==> src/rtl/pc_rx_pkg.sv <==
// Shared definitions for the PCIe RX command dispatcher: header magic,
// header field offsets (measured down from the word msb) and FSM states.
package pc_rx_pkg;

   localparam logic [7:0] HDR_MAGIC     = 8'hA5;

   // Each field's lsb sits at DATA_W - <OFS>; use as word[DATA_W-OFS +: width]
   localparam int         HDR_MAGIC_OFS = 8;
   localparam int         HDR_MAGIC_W   = 8;
   localparam int         HDR_CH_OFS    = 16;
   localparam int         HDR_CH_W      = 8;
   localparam int         HDR_LEN_OFS   = 32;
   localparam int         HDR_LEN_W     = 16;

   typedef enum logic [1:0] {
      ST_IDLE    = 2'd0,
      ST_PAYLOAD = 2'd1,
      ST_DRAIN   = 2'd2
   } state_t;

endpackage

==> src/rtl/pc_rx_sat_cnt.sv <==
// Saturating up-counter: holds at all-ones instead of wrapping.
module pc_rx_sat_cnt #(
   parameter int W = 16
) (
   input  logic         clk,
   input  logic         rst_n,
   input  logic         i_inc,
   output logic [W-1:0] o_cnt
);

   logic [W-1:0] r_cnt;

   // Count increments, sticking at the maximum value
   always_ff @(posedge clk or negedge rst_n) begin
      if (!rst_n)
         r_cnt <= '0;
      else if (i_inc && (r_cnt != '1))
         r_cnt <= r_cnt + 1'b1;
   end

   assign o_cnt = r_cnt;

endmodule

==> src/rtl/pc_rx_cmd_dispatch.sv <==
// Pops header+payload packets from an FWFT FIFO and steers the payload
// to one of CH_NUM channels. Bad headers bump a saturating error count;
// packets aimed at a non-existent channel are drained and discarded.
module pc_rx_cmd_dispatch
   import pc_rx_pkg::*;
#(
   parameter int DATA_W = 128,
   parameter int CH_NUM = 4,
   parameter int ERR_W  = 16
) (
   input  logic              pcie_clk_250m,
   input  logic              rst,
   output logic              fifo_data_P2L_en,
   input  logic [DATA_W-1:0] fifo_data_P2L,
   input  logic              fifo_data_P2L_emp,
   output logic [CH_NUM-1:0] ch_valid,
   input  logic [CH_NUM-1:0] ch_ready,
   output logic [DATA_W-1:0] ch_data,
   output logic              ch_last,
   output logic [31:0]       pkt_cnt,
   output logic [ERR_W-1:0]  err_cnt
);

   localparam int CH_W = (CH_NUM > 1) ? $clog2(CH_NUM) : 1;

   state_t                r_state;
   logic [HDR_LEN_W-1:0]  r_rem;
   logic [CH_W-1:0]       r_ch;
   logic [31:0]           r_pkt;

   logic [HDR_MAGIC_W-1:0] w_magic;
   logic [HDR_CH_W-1:0]    w_ch;
   logic [HDR_LEN_W-1:0]   w_len;
   logic                   w_magic_ok;
   logic                   w_ch_ok;
   logic [CH_NUM-1:0]      w_sel;
   logic                   w_sel_rdy;
   logic                   w_pop;
   logic                   w_err_inc;

   assign w_magic    = fifo_data_P2L[DATA_W-HDR_MAGIC_OFS +: HDR_MAGIC_W];
   assign w_ch       = fifo_data_P2L[DATA_W-HDR_CH_OFS    +: HDR_CH_W];
   assign w_len      = fifo_data_P2L[DATA_W-HDR_LEN_OFS   +: HDR_LEN_W];
   assign w_magic_ok = (w_magic == HDR_MAGIC);
   assign w_ch_ok    = (w_ch < HDR_CH_W'(CH_NUM));

   // One-hot decode of the latched channel; ready of other channels is masked off
   always_comb begin
      w_sel = '0;
      for (int i = 0; i < CH_NUM; i++)
         w_sel[i] = (r_ch == CH_W'(i));
   end

   assign w_sel_rdy = |(ch_ready & w_sel);

   // Pop strobe and channel-side outputs, all derived from the current state
   always_comb begin
      w_pop = 1'b0;
      unique case (r_state)
         ST_IDLE:    w_pop = ~fifo_data_P2L_emp;
         ST_PAYLOAD: w_pop = ~fifo_data_P2L_emp & w_sel_rdy;
         ST_DRAIN:   w_pop = ~fifo_data_P2L_emp;
         default:    w_pop = 1'b0;
      endcase
      fifo_data_P2L_en = w_pop & rst;
      ch_valid = (r_state == ST_PAYLOAD && !fifo_data_P2L_emp) ? w_sel : '0;
      ch_last  = (r_state == ST_PAYLOAD) && (r_rem == HDR_LEN_W'(1));
      ch_data  = (r_state == ST_PAYLOAD) ? fifo_data_P2L : '0;
   end

   // Header decode FSM: latch len/ch on the header pop, count down per payload pop
   always_ff @(posedge pcie_clk_250m or negedge rst) begin
      if (!rst) begin
         r_state <= ST_IDLE;
         r_rem   <= '0;
         r_ch    <= '0;
         r_pkt   <= '0;
      end else begin
         unique case (r_state)
            ST_IDLE: begin
               if (w_pop && w_magic_ok) begin
                  if (w_ch_ok) begin
                     if (w_len != '0) begin
                        r_state <= ST_PAYLOAD;
                        r_rem   <= w_len;
                        r_ch    <= w_ch[CH_W-1:0];
                     end else begin
                        r_pkt   <= r_pkt + 32'd1;
                     end
                  end else if (w_len != '0) begin
                     r_state <= ST_DRAIN;
                     r_rem   <= w_len;
                  end
               end
            end
            ST_PAYLOAD, ST_DRAIN: begin
               if (w_pop) begin
                  r_rem <= r_rem - 1'b1;
                  if (r_rem == HDR_LEN_W'(1)) begin
                     r_state <= ST_IDLE;
                     if (r_state == ST_PAYLOAD)
                        r_pkt <= r_pkt + 32'd1;
                  end
               end
            end
            default: r_state <= ST_IDLE;
         endcase
      end
   end

   // A header pop is an error when the magic is wrong or the channel does not exist
   assign w_err_inc = (r_state == ST_IDLE) && w_pop && (!w_magic_ok || !w_ch_ok);

   pc_rx_sat_cnt #(.W(ERR_W)) u_err_cnt (
      .clk   (pcie_clk_250m),
      .rst_n (rst),
      .i_inc (w_err_inc),
      .o_cnt (err_cnt)
   );

   assign pkt_cnt = r_pkt;

endmodule

==> config.mk <==
export PLATFORM = sky130hd
export DESIGN_NAME = pc_rx_cmd_dispatch
export DESIGN_NICKNAME = d
export VERILOG_FILES = /design/src/rtl/pc_rx_pkg.sv /design/src/rtl/pc_rx_sat_cnt.sv /design/src/rtl/pc_rx_cmd_dispatch.sv
export SDC_FILE = /design/constraint.sdc
export NUM_CORES = 1
export LEC_CHECK = 0
export BUFFER_PORTS_ARGS = -buffer_cell sky130_fd_sc_hd__buf_4
export CORE_MARGIN = 10
export CORE_UTILIZATION = 40
export CTS_CLUSTER_DIAMETER = 80
export DETAILED_ROUTE_END_ITERATION = 10
export GPL_ROUTABILITY_DRIVEN = 0
export PLACE_DENSITY = 0.79
export SLEW_MARGIN = 20
export SYNTH_ARGS = -nofsm -noshare
export SYNTH_HDL_FRONTEND = slang
export SYNTH_SLANG_ARGS = --single-unit
==> constraint.sdc <==
create_clock -name pcie_clk_250m -period 2.4 [get_ports pcie_clk_250m]
set_clock_uncertainty 0.2 [all_clocks]
set_input_delay 0.24 -clock pcie_clk_250m [delete_from_list [all_inputs] [get_ports pcie_clk_250m]]
set_output_delay 0.24 -clock pcie_clk_250m [all_outputs]
set_load 0.02 [all_outputs]
# Word-level counts from Yosys, hierarchy flattened

Index checks and enable logic that the tools add are counted.

Input bits: 135
Word-level logic and storage cells: 70
Bits in registers: 68
Output and inout port bits: 182

Reduce and logical (&&, ||, !) cells: 21
Bitwise operators: 4
Multiplexer cells: 21
$lt $le $gt $ge: 1
$add $sub $neg: 3
Equality and inequality tests: 15

Operators by type and width:

| operator                                                    | number |
|---|---|
| two-way mux 32 bit                                          | 6 |
| two-way mux 128 bit                                         | 1 |
| case mux 32 bit (2 select lines)                            | 1 |
| two-way mux 16 bit                                          | 3 |
| adder 32 x 1 -> 32 bit (second input constant)              | 1 |
| case mux 16 bit (2 select lines)                            | 1 |
| adder 16 x 1 -> 16 bit (second input constant)              | 1 |
| == test 16 x 1 -> 1 bit (second input constant)             | 1 |
| != test 16 bit (second input constant)                      | 1 |
| nonzero test 16 bit                                         | 1 |
| subtractor 16 x 1 -> 16 bit (second input constant)         | 1 |
| != test 2 bit (second input constant)                       | 7 |
| two-way mux 2 bit                                           | 6 |
| AND reduction 4 bit                                         | 3 |
| == test 8 bit (second input constant)                       | 1 |
| less-than comparator 8 x 3 -> 1 bit (second input constant) | 1 |
| AND reduction 7 bit                                         | 1 |
| == test 2 bit (second input constant)                       | 3 |
| logical AND 1 bit                                           | 6 |
| AND 4 bit                                                   | 1 |
| == test 2 x 1 -> 1 bit (second input constant)              | 2 |
| logical NOT 2 bit                                           | 2 |
| two-way mux 4 bit                                           | 1 |
| case mux 2 bit (2 select lines)                             | 1 |
| 8 further kinds                                             | 12 |

# Depth between registers and ports, before layout

Gate-level depths: netlist of the first run.

Word-level depth: 8
Depth in mapped cells: 9
Mapped depth without buffers: 7

# Modules after synthesis

Synthesis of the first run repeated with hierarchy kept, for this count alone.

Cells, all modules: 532
Area total of the unflattened synthesis: 4789.6 um2

Modules (own cells, without submodules):

| module             | area each (um2) | instances | cells an instance |
|---|---|---|---|
| pc_rx_cmd_dispatch | 3930.0          | 1         | 460 |
| pc_rx_sat_cnt      | 859.6           | 1         | 72 |

# Least setup slack after synthesis of the first run

OpenSTA, ideal clock, no wires.

Path type: reg-to-reg
From: reg r_state[1]
To: reg r_pkt[17] (netlist: pkt_cnt[17])
Path buffers: 1
Arrival time: 2.420 ns
Period minus slack after synthesis: 2.699 ns
Path slack: -0.299 ns
Stages on the path, launching flop included: 9
Path through: dfrtp_1 > inv_1 > ha_1 > or3b_2 > o22ai_1 > o2111ai_2 > buf_2 > a2111oi_2 > xor2_1

Longest elaborated chain between the ends: 6

RTL lines:

| element                                                   | RTL line                                           | text |
|---|---|---|
| start, declared                                           | pc_rx_cmd_dispatch.sv:26                           | `state_t r_state;` |
| start signal, assigned                                    | pc_rx_cmd_dispatch.sv:74                           | `r_state <= ST_IDLE;` |
| start signal, assigned                                    | pc_rx_cmd_dispatch.sv:84                           | `r_state <= ST_PAYLOAD;` |
| start signal, assigned                                    | pc_rx_cmd_dispatch.sv:91                           | `r_state <= ST_DRAIN;` |
| == test 2 bit / logical NOT 2 bit (equally long branches) | pc_rx_cmd_dispatch.sv:59, pc_rx_cmd_dispatch.sv:79 |  |
| OR reduction 2 bit (no source line)                       | n/a                                                |  |
| case mux 1 bit (2 select lines)                           | pc_rx_cmd_dispatch.sv:59                           | `unique case (r_state)` |
| logical AND 1 bit                                         | pc_rx_cmd_dispatch.sv:81                           | `if (w_pop && w_magic_ok) begin` |
| != test 2 bit (no source line)                            | n/a                                                |  |
| AND reduction 7 bit (no source line)                      | n/a                                                |  |
| end signal, assigned                                      | pc_rx_cmd_dispatch.sv:88                           | `r_pkt <= r_pkt + 32'd1;` |
| end signal, assigned                                      | pc_rx_cmd_dispatch.sv:102                          | `r_pkt <= r_pkt + 32'd1;` |
| end, declared                                             | pc_rx_cmd_dispatch.sv:29                           | `logic [31:0] r_pkt;` |

Parallel ways exist; a longest one is shown, timed or not.
A chain may end at the register's enable or synchronous reset.

# Final worst setup path of the first run

From: reg r_rem[12]
To: reg r_pkt[13] (netlist: pkt_cnt[13])

Longest elaborated chain between the ends: 3

RTL lines:

| element                              | RTL line                 | text |
|---|---|---|
| start, declared                      | pc_rx_cmd_dispatch.sv:27 | `logic [HDR_LEN_W-1:0] r_rem;` |
| start signal, assigned               | pc_rx_cmd_dispatch.sv:85 | `r_rem <= w_len;` |
| start signal, assigned               | pc_rx_cmd_dispatch.sv:92 | `r_rem <= w_len;` |
| start signal, assigned               | pc_rx_cmd_dispatch.sv:98 | `r_rem <= r_rem - 1'b1;` |
| == test 16 x 1 -> 1 bit              | pc_rx_cmd_dispatch.sv:99 | `if (r_rem == HDR_LEN_W'(1)) begin` |
| != test 2 bit (no source line)       | n/a                      |  |
| AND reduction 7 bit (no source line) | n/a                      |  |

Every way passes these cells.

==> results of run 1 <==
cell families after synthesis:
logic type	count (synthesis)
AND/OR/NAND/NOR	284
XOR/XNOR	46
buffers and inverters	62
adder cells (fa/ha/maj)	8
flip-flops	68
AO/OA/AOI/OAI	94
multiplexers	10
worst paths after layout:
check                                        start                       to  depth (start not counted)
setup reg to reg             r_rem[12]$_DFFE_PN0P_  pkt_cnt[13]$_DFFE_PN0P_                          7
max in group asynchronous                      rst     r_rem[7]$_DFFE_PN0P_                          3
hold / removal                  fifo_data_P2L[105]     r_rem[9]$_DFFE_PN0P_                          3
min in group asynchronous                      rst    r_rem[11]$_DFFE_PN0P_                          3
hold reg to reg            pkt_cnt[31]$_DFFE_PN0P_  pkt_cnt[31]$_DFFE_PN0P_                          1
setup / recovery             r_rem[12]$_DFFE_PN0P_  pkt_cnt[13]$_DFFE_PN0P_                          7
sequential cells by signal (all words and copies together) (netlist names):
signal	flops
r_ch	2
u_err_cnt.o_cnt	16
r_state	2
pkt_cnt	32
r_rem	16
area by class of cell:
cell class | count | share of cell area (%)
antenna | 1 | 0.0262
sequential | 68 | 17.8
tap | 172 | 2.25
timing repair buffer | 424 | 35.9
clock buffer | 13 | 2.62
clock inverter | 3 | 0.485
multi-input combinational | 442 | 40.0
inverter | 24 | 0.943
worst max-delay path: cells and delay by family (launching register included):
kind / cells / cell delay (ps)
and+or+nand+nor: 2 / 840
AOI/OAI and AO/OA: 2 / 640
DFF: 1 / 370
buffers and inverters: 2 / 350
xor gates and xnor gates: 1 / 180
layer usage:
layer	global-route usage, %	vias to the layer above	wire length (um)
met5	0	-	0
met4	8.56	0	797
met3	9.65	64	2480
met2	51.9	354	14800
met1	28.1	3052	9270
li1	-	2811	-
power breakdown:
part,internal [mW],leakage [nW],switching [mW],total (mW)
Clock,0.836,0.140,0.527,1.36
Combinational,0.872,3.51,1.01,1.88
Sequential,1.38,0.736,0.278,1.65
synthesized netlist by cell type, types with 6 or more instances:
| library cell | count | share of area [%] |
|---|---|---|
| and3_1 | 8 | 0.99 |
| nor2_1 | 25 | 1.9 |
| o31a_1 | 8 | 1.4 |
| nor3_1 | 11 | 1.1 |
| a21oi_1 | 14 | 1.4 |
| inv_1 | 24 | 1.8 |
| nor4_1 | 18 | 2.2 |
| a2111oi_2 | 19 | 5.6 |
| o22ai_1 | 6 | 0.74 |
| xor2_1 | 42 | 7.3 |
| nand4_1 | 14 | 1.7 |
| o21ai_0 | 11 | 1.1 |
| mux2i_1 | 6 | 1.2 |
| o31ai_1 | 7 | 1.0 |
| nand2_1 | 22 | 1.6 |
| and2_1 | 132 | 16 |
| ha_1 | 8 | 2.0 |
| clkbuf_1 | 31 | 2.3 |
| nand3_1 | 28 | 2.8 |
| dfrtp_1 | 68 | 34 |
| a211oi_1 | 11 | 1.6 |
metrics by stage:
stage | worst slack, ps | util, % | area, um^2 | hold slack (ps) | power [mW]
floorplan | -95.6 | - | 5360 | -256 | 2.43
global placement | -373 | 67.7 | 8470 | 108 | 3.22
detailed placement | -416 | 67.7 | 8470 | 119 | 3.28
CTS | -144 | 73.6 | 9220 | 38.1 | 4.71
global route | -326 | 76.3 | 9550 | 49.8 | 5.08
finish | -263 | 76.3 | 9550 | 26.9 | 4.90
timing repair:
item                                    in CTS  in global routing
hold buffers                                 3                  0
setup buffers                               10                  5
cloned                                       2                  2
gates resized for setup                     53                 48
endpoints found under the hold margin       70                  0
endpoints found under the setup margin     169                135
pin swaps                                   40                 29
==> impl_metrics.toml, run 1 <==
[grt]
antenna_found_initial = 1
grt-ovfl-total = 0
grt_usage_pct = 27.7
grt_pass1_wl_um = 38700
grt_pass1_vias = 6553
grt_max_degree = 130

[setup_path]
worst_path_most_repeated_cell = "buf_12"
path_cells = "or3_4, nor4b_4, o2111ai_4, buf_12, buf_12, a2111oi_4, xor2_1"
reg2reg_setup_slack_ps = -260
arrival_ps = 2730
setup.worst_path.class = "reg2reg"
slowest_delay_ps = 430
worstPathRequired_ps = 2460
cp_max_fo = 5
cp-end-kind = "flip-flop"
crit_path_start_kind = "flip-flop"
slowest_stage = "nor4b_4"

[detailed_routing]
drc = 0
drt_wl_total_um = 27300
drtPass1Iterations = 5
via_per_inst = 5.48
postRouteAntennaNets = 0
wl_per_cell_um = 23.8
drt_iter0_drc = 489
vias = 6281

[pwr]
p_leak_nw = 4.39
ir_drop_uv = 405
power.density_nw_per_um2 = 513

[sta]
tightest_slew_ps = 609
fmaxAchievable_mhz = 375
final_max_slew_viol_count = 0
setup_violations = 39
finalHoldViolCount = 0
slew_headroom_pct = 59.1
finalCritPeriodShare_pct = 111
period_needed_ps = 2660
fin_ws_ps = -263
finalSetupTns_ps = -5880
rsz0062_at_grt = "yes"

[cts]
cts_tree = "done"
cts-root-buf = "clkbuf_16"
clkLatencyLatePin_ps = 340
clock_sinks = 68
cts_buffer_depth = 2
cts.clk_slew.worst_paths_ps = 60
numCtsBuffers = 9
htree_levels = 3

[logic_synthesis]
synth_cell_types = 53
synth_top_family_by_area = "simple AND/OR/NAND/NOR gates"
synthSimpleGateAreaFrac_pct = 32.8
ys.flop_type = "dfrtp_1"
yosys.area_share.xor_xnor_pct = 7.97
synthAdderAreaFrac_pct = 1.98
synth_compound_area_share_pct = 16.6
synth_edf_count = 0
avgSynthCellArea_um2 = 8.84
ys_seq_elements = 68
async_flop_share_pct = 100
syn_inst = 572
syn_area_um2 = 5060
ys_seq_area_share_pct = 33.6
syn_nets = 715
yosys_warnings = 0
synth_mux_area_share_pct = 2.08

[job]
maxCapViolations = 0

[floorplan]
io_pins = 317
die_w_um = 132
start_util_pct = 40.4
rows = 41
fp.coreArea_um2 = 12500
die_h_um = 132
die_area_um2 = 17500

[run_status]
status = "finished, violations left"
violations = "setup timing"

[placed_design]
portBuffers = 316
dp_hpwl_um = 19700
dp_cells = 1109

[cells_and_area]
syn_to_final_growth_pct = 88.8
drive_above_1_share_pct = 53.6
seqCellArea_um2 = 1700
final_common_cell = "buf_4"
fin_nets = 1112
multi_input_area_um2 = 3810
fill_cells = 869
final_cell_mix = "buf_4, and2_1, dfrtp_1"
stdcell_count = 1147

[worst_hold_path]
min_path_type = "in2reg"
No activity file was read; power rests on OpenSTA's default activity.
==> run 2: changes to the inputs <==
- CORE_UTILIZATION: 40 -> 45
- PLACE_DENSITY: 0.79 -> 0.84
- SETUP_SLACK_MARGIN: default -> 0.3
- clock period: 2.4 -> 3.4 ns (I/O delays scaled with it)
==> run 2 against run 1 <==
Compared with the run above: the flow now finishes without violations; largest power group is now registers; non-clock buffer count shrank 92; first-iteration DRC count grew 4.3%; critical path depth increased by 1; critical path type unchanged.
==> impl_metrics.toml, run 2 (synthesis results as in run 1) <==
[placed_design]
place_ws_ps = 400
dp_cells = 1006
portBuffers = 316
dp_hpwl_um = 18600

[detailed_routing]
wl_per_cell_um = 22.5
via_per_inst = 5.63
postRouteAntennaNets = 0
drc = 0
vias = 5764
drtPass1Iterations = 7
drt_iter0_drc = 510
drt_wl_total_um = 23000

[setup_path]
slowest_delay_ps = 490
cp_max_fo = 10
slowest_stage = "or3b_2"
reg2reg_from = "r_state[1]$_DFFE_PN0P_"
crit_path_start_kind = "flip-flop"
reg2reg_setup_slack_ps = 520
path_cells = "inv_1, ha_2, or3b_2, o22ai_2, o211ai_1, buf_4, nor4_1, xor2_1"
r2r_end = "u_err_cnt.o_cnt[13]$_DFFE_PN0P_"
cp-end-kind = "flip-flop"
worstPathRequired_ps = 3460
setup.worst_path.class = "reg2reg"
worstRegToRegCells = 8
arrival_ps = 2940

[grt]
grt_pass1_vias = 6008
grt_pass1_wl_um = 34900
grt_usage_pct = 27.1
grt_max_degree = 130
antenna_found_initial = 1
grt-ovfl-total = 0

[cells_and_area]
stdcell_count = 1023
seqCellArea_um2 = 1700
syn_to_final_growth_pct = 55.7
multi_input_area_um2 = 3140
final_cell_mix = "buf_4, and2_1, dfrtp_1"
drive_above_1_share_pct = 44.0
largest_reg_flops = 32
final_common_cell = "buf_4"
fin_nets = 1020
fill_cells = 843

[cts]
post_cts_resized = 0
cts.clk_slew.worst_paths_ps = 60
clkLatencyLatePin_ps = 330
clock_sinks = 68
cts_tree = "done"
post_cts_buffers = 0
numCtsBuffers = 9
htree_levels = 3
cts_hold_buffers = 0
cts_buffer_depth = 2
cts-root-buf = "clkbuf_16"

[floorplan]
fp.coreArea_um2 = 10900
start_util_pct = 46.2
rows = 38
die_w_um = 126
die_h_um = 126
die_area_um2 = 15900
io_pins = 317

[sta]
final_max_slew_viol_count = 0
rsz0062_at_grt = "no"
finalHoldViolCount = 0
period_needed_ps = 2880
setup_violations = 0
slew_headroom_pct = 30.1
fmaxAchievable_mhz = 347
finalSetupTns_ps = 0
fin_ws_ps = 520
finalCritPeriodShare_pct = 84.7
tightest_slew_ps = 1050

[pwr]
clkPwrFrac_pct = 29.1
seq_power_share_pct = 39.6
power_switching_mw = 1.09
p_comb_share_pct = 31.3
p_leak_nw = 3.72
power_mw = 2.98
swShare_pct = 36.7
p_int_mw = 1.89
power.density_nw_per_um2 = 379
ir_drop_uv = 360

[job]
maxCapViolations = 0

[worst_hold_path]
min_path_type = "in2async"

[run_status]
status = "finished clean"
## run 2: critical path: cells and delay by family, from the launching register on
| kind | cells | cell delay, ps |
|---|---|---|
| and+or+nand+nor | 2 | 880 |
| AOI/OAI and AO/OA | 2 | 510 |
| DFF | 1 | 410 |
| buffers and inverters | 2 | 400 |
| adders and majority gates | 1 | 210 |
| xor gates and xnor gates | 1 | 190 |
## run 2: how the worst max path moves through the flow
stage                                 from                               to  slack, ps
detailed placement  r_state[1]$_DFFE_PN0P_   u_err_cnt.o_cnt[7]$_DFFE_PN0P_        400
floorplan           r_state[1]$_DFFE_PN0P_          pkt_cnt[17]$_DFFE_PN0P_        700
CTS                 r_state[1]$_DFFE_PN0P_   u_err_cnt.o_cnt[7]$_DFFE_PN0P_        370
global route        r_state[1]$_DFFE_PN0P_  u_err_cnt.o_cnt[13]$_DFFE_PN0P_        360
finish              r_state[1]$_DFFE_PN0P_  u_err_cnt.o_cnt[13]$_DFFE_PN0P_        520
global placement        fifo_data_P2L[126]           pkt_cnt[1]$_DFFE_PN0P_        490
## run 2: layer usage
metal  track usage, %  routed length (um)  up-vias  share of wire [%]
met2             48.7               12100      297                 53
met1             27.9                7980     2779                 35
met4             8.24                 496        0                2.2
li1                 -                   -     2638                  -
met3             11.5                2410       50                 11
met5                0                   0        -                  0
## run 2: power by group through the flow
stage / combinational, mW / clock [mW] / sequential, mW
after CTS: 0.926 / 0.865 / 1.17
after global routing: 1.02 / 0.903 / 1.21
after global placement: 0.882 / 0 / 1.16
after floorplan: 0.450 / 0 / 1.22
final: 0.934 / 0.868 / 1.18
after detailed placement: 0.924 / 0 / 1.18
## run 2: stage by stage
step | cell area [um^2] | hold slack [ps] | util, %
3_3_place_gp | 7580 | 262 | 69.3
4_1_cts | 7860 | 62.2 | 71.8
2_1_floorplan | 5060 | -156 | -
5_1_grt | 7870 | 69.3 | 72.0
6_report | 7870 | 22.2 | 72.0
3_5_place_dp | 7580 | 274 | 69.3
## run 2: area by class of cell
type / count / area share (%)
Inverter: 24 / 1.14
Timing Repair Buffer: 332 / 31.7
Clock inverter: 7 / 0.620
Multi-Input combinational cell: 442 / 39.8
Clock buffer: 9 / 2.86
Antenna cell: 1 / 0.0318
Sequential cell: 68 / 21.6
Tap cell: 140 / 2.23
==> run 3: changes to the inputs <==
- ABC_AREA: default -> 1
- CORE_UTILIZATION: 45 -> 41
- PLACE_DENSITY: 0.84 -> 0.78
- clock period: 3.4 -> 2.5 ns (I/O delays scaled with it)
==> run 3 against run 2 <==
Compared with the run above: flip-flop and latch count unchanged; clock power increased by 51%; final area grew 15%; clock-buffer cell count rose by 3; die area is 21% higher; worst hold slack better by 3.6 ps; routed wire length up 7.5%; largest cell class unchanged.
==> impl_metrics.toml, run 3 <==
[cells_and_area]
drive_above_1_share_pct = 31.0
largest_reg_flops = 32
n_antenna_cell = 0
fill_cells = 1249
stdcell_count = 1474
final_common_cell = "nand2_1"
syn_to_final_growth_pct = 57.2
multi_input_area_um2 = 3400
final_cell_mix = "nand2_1, buf_4, inv_1"
seqCellArea_um2 = 1700
fin_nets = 1432
fin_util_pct = 65.6

[floorplan]
fp.coreArea_um2 = 13800
start_util_pct = 41.7
die_area_um2 = 19200
rows = 43
io_pins = 317
die_w_um = 139
die_h_um = 139

[placed_design]
portBuffers = 316
dp_cells = 1434
dp_hpwl_um = 18100
place_ws_ps = 180

[run_status]
status = "finished clean"

[logic_synthesis]
yosysTopAreaCell = "dfrtp_1"
ys_seq_elements = 68
synth.most_common_cell = "nand2_1"
netlist_top_cells_count = "nand2_1, inv_1, nor2_1"
ys.flop_type = "dfrtp_1"
async_flop_share_pct = 100
ys_seq_area_share_pct = 29.5
synth_edf_count = 0
syn_inst = 964
netlist.area_leader.share_pct = 29.5
syn_area_um2 = 5770
syn_nets = 1107
yosys-top-cells-area = "dfrtp_1, nand2_1, inv_1"
synth_cell_types = 34
yosys_warnings = 0
avgSynthCellArea_um2 = 5.98

[sta]
fmaxAchievable_mhz = 444
rsz0062_at_grt = "yes"
finalHoldViolCount = 0
final_max_slew_viol_count = 0
fin_ws_ps = 245
tightest_slew_ps = 544
finalSetupTns_ps = 0
setup_violations = 0
slew_headroom_pct = 63.7
period_needed_ps = 2250
finalCritPeriodShare_pct = 90.2

[cts]
clock_sinks = 68
htree_levels = 3
clkLatencyLatePin_ps = 330
cts_tree = "done"
cts.clk_slew.worst_paths_ps = 60
numCtsBuffers = 9
cts-root-buf = "clkbuf_16"
cts_buffer_depth = 2

[pwr]
clkPwrFrac_pct = 22.8
p_leak_nw = 5.68
seq_power_share_pct = 27.1
power.density_nw_per_um2 = 632
swShare_pct = 42.3
ir_drop_uv = 405
power_switching_mw = 2.42
p_comb_share_pct = 50.1
p_int_mw = 3.31
power_mw = 5.73

[detailed_routing]
vias = 7234
drt_iter0_drc = 471
drc = 0
via_per_inst = 4.91
postRouteAntennaNets = 0
drt_wl_total_um = 24700
drtPass1Iterations = 5
wl_per_cell_um = 16.8

[grt]
grt_pass1_vias = 6885
grt_pass1_wl_um = 36500
grt-ovfl-total = 0
grt_max_degree = 129
grt_usage_pct = 22.9
antenna_found_initial = 0

[setup_path]
worstPathRequired_ps = 2050
setup.worst_path.class = "reg2out"
cp_max_fo = 4
arrival_ps = 1800
crit_path_start_kind = "flip-flop"
cp-end-kind = "output port"

[job]
maxCapViolations = 0

[worst_hold_path]
min_path_type = "in2reg"
run 3: per-layer routing:
layer	up-vias	global-route usage [%]	wire [um]
met3	41	8.42	2580
met2	330	41.9	12900
met5	-	0	0
met4	0	6.32	451
met1	3267	24.0	8740
li1	3596	-	-
run 3: cell families (layout without fill, tap and decap cells):
family	Yosys count	in the layout	share of synthesized area, %
adder cells (fa/ha/maj)	8	8	1.74
AO/OA/AOI/OAI	45	45	4.32
flip-flops	68	68	29.5
AND/OR/NAND/NOR	586	593	43.9
multiplexers	2	2	0.347
XOR/XNOR	31	31	4.71
buffers and inverters	224	547	15.5
run 3: worst paths after layout:
path                                         from                       to  slack (ps)  depth (start not counted)
min                             fifo_data_P2L[99]     r_rem[3]$_DFFE_PN0P_          30                          3
min reg2reg                  r_rem[1]$_DFFE_PN0P_     r_rem[1]$_DFFE_PN0P_         310                          2
max reg2reg                r_state[1]$_DFFE_PN0P_   pkt_cnt[6]$_DFFE_PN0P_         250                         12
max in group asynchronous                     rst   r_state[0]$_DFFE_PN0P_        1310                          3
min in group asynchronous                     rst  pkt_cnt[21]$_DFFE_PN0P_          90                          2
max                        r_state[1]$_DFFE_PN0P_         fifo_data_P2L_en         250                          9
run 3: layout make-up:
type                    count  share of cell area [%]
inverters                 186                    7.78
multi-input cells         679                    37.5
clock buffers              12                    2.83
flip-flops and latches     68                    18.8
well taps                 180                    2.48
repair buffers            345                    30.1
clock inverters             4                   0.524
run 3: power groups by stage:
stage	Clock (mW)	Sequential [mW]	Combinational, mW
2_1_floorplan	0	1.59	1.41
3_3_place_gp	0	1.54	2.11
3_5_place_dp	0	1.55	2.17
4_1_cts	1.31	1.53	2.41
5_1_grt	1.36	1.58	3.15
6_report	1.31	1.55	2.87
run 3: repair_timing:
item                                    in CTS  in global routing
pin swaps                                    3                 10
endpoints found under the setup margin     162                188
gates resized for setup                     16                 30
hold buffers                                 3                  0
hold endpoints to repair                    70                  0
buffers inserted                             3                  9
gates cloned                                 3                  6
run 3: critical path, cell delays in order (launching register included):
cell,delay (ps)
dfrtp_1,390
inv_2,110
ha_4,200
inv_1,80
nor2_2,100
o21ai_1,80
nand2_1,110
nand2_2,130
nor2_4,140
buf_6,120
run 3: per-stage QoR:
step	hold WS, ps	area (um^2)
final	25.7	9070
after global routing	62.4	9070
after CTS	21.8	8760
after detailed placement	-96.5	8290
after global placement	-97.9	8290
after floorplan	-246	5770
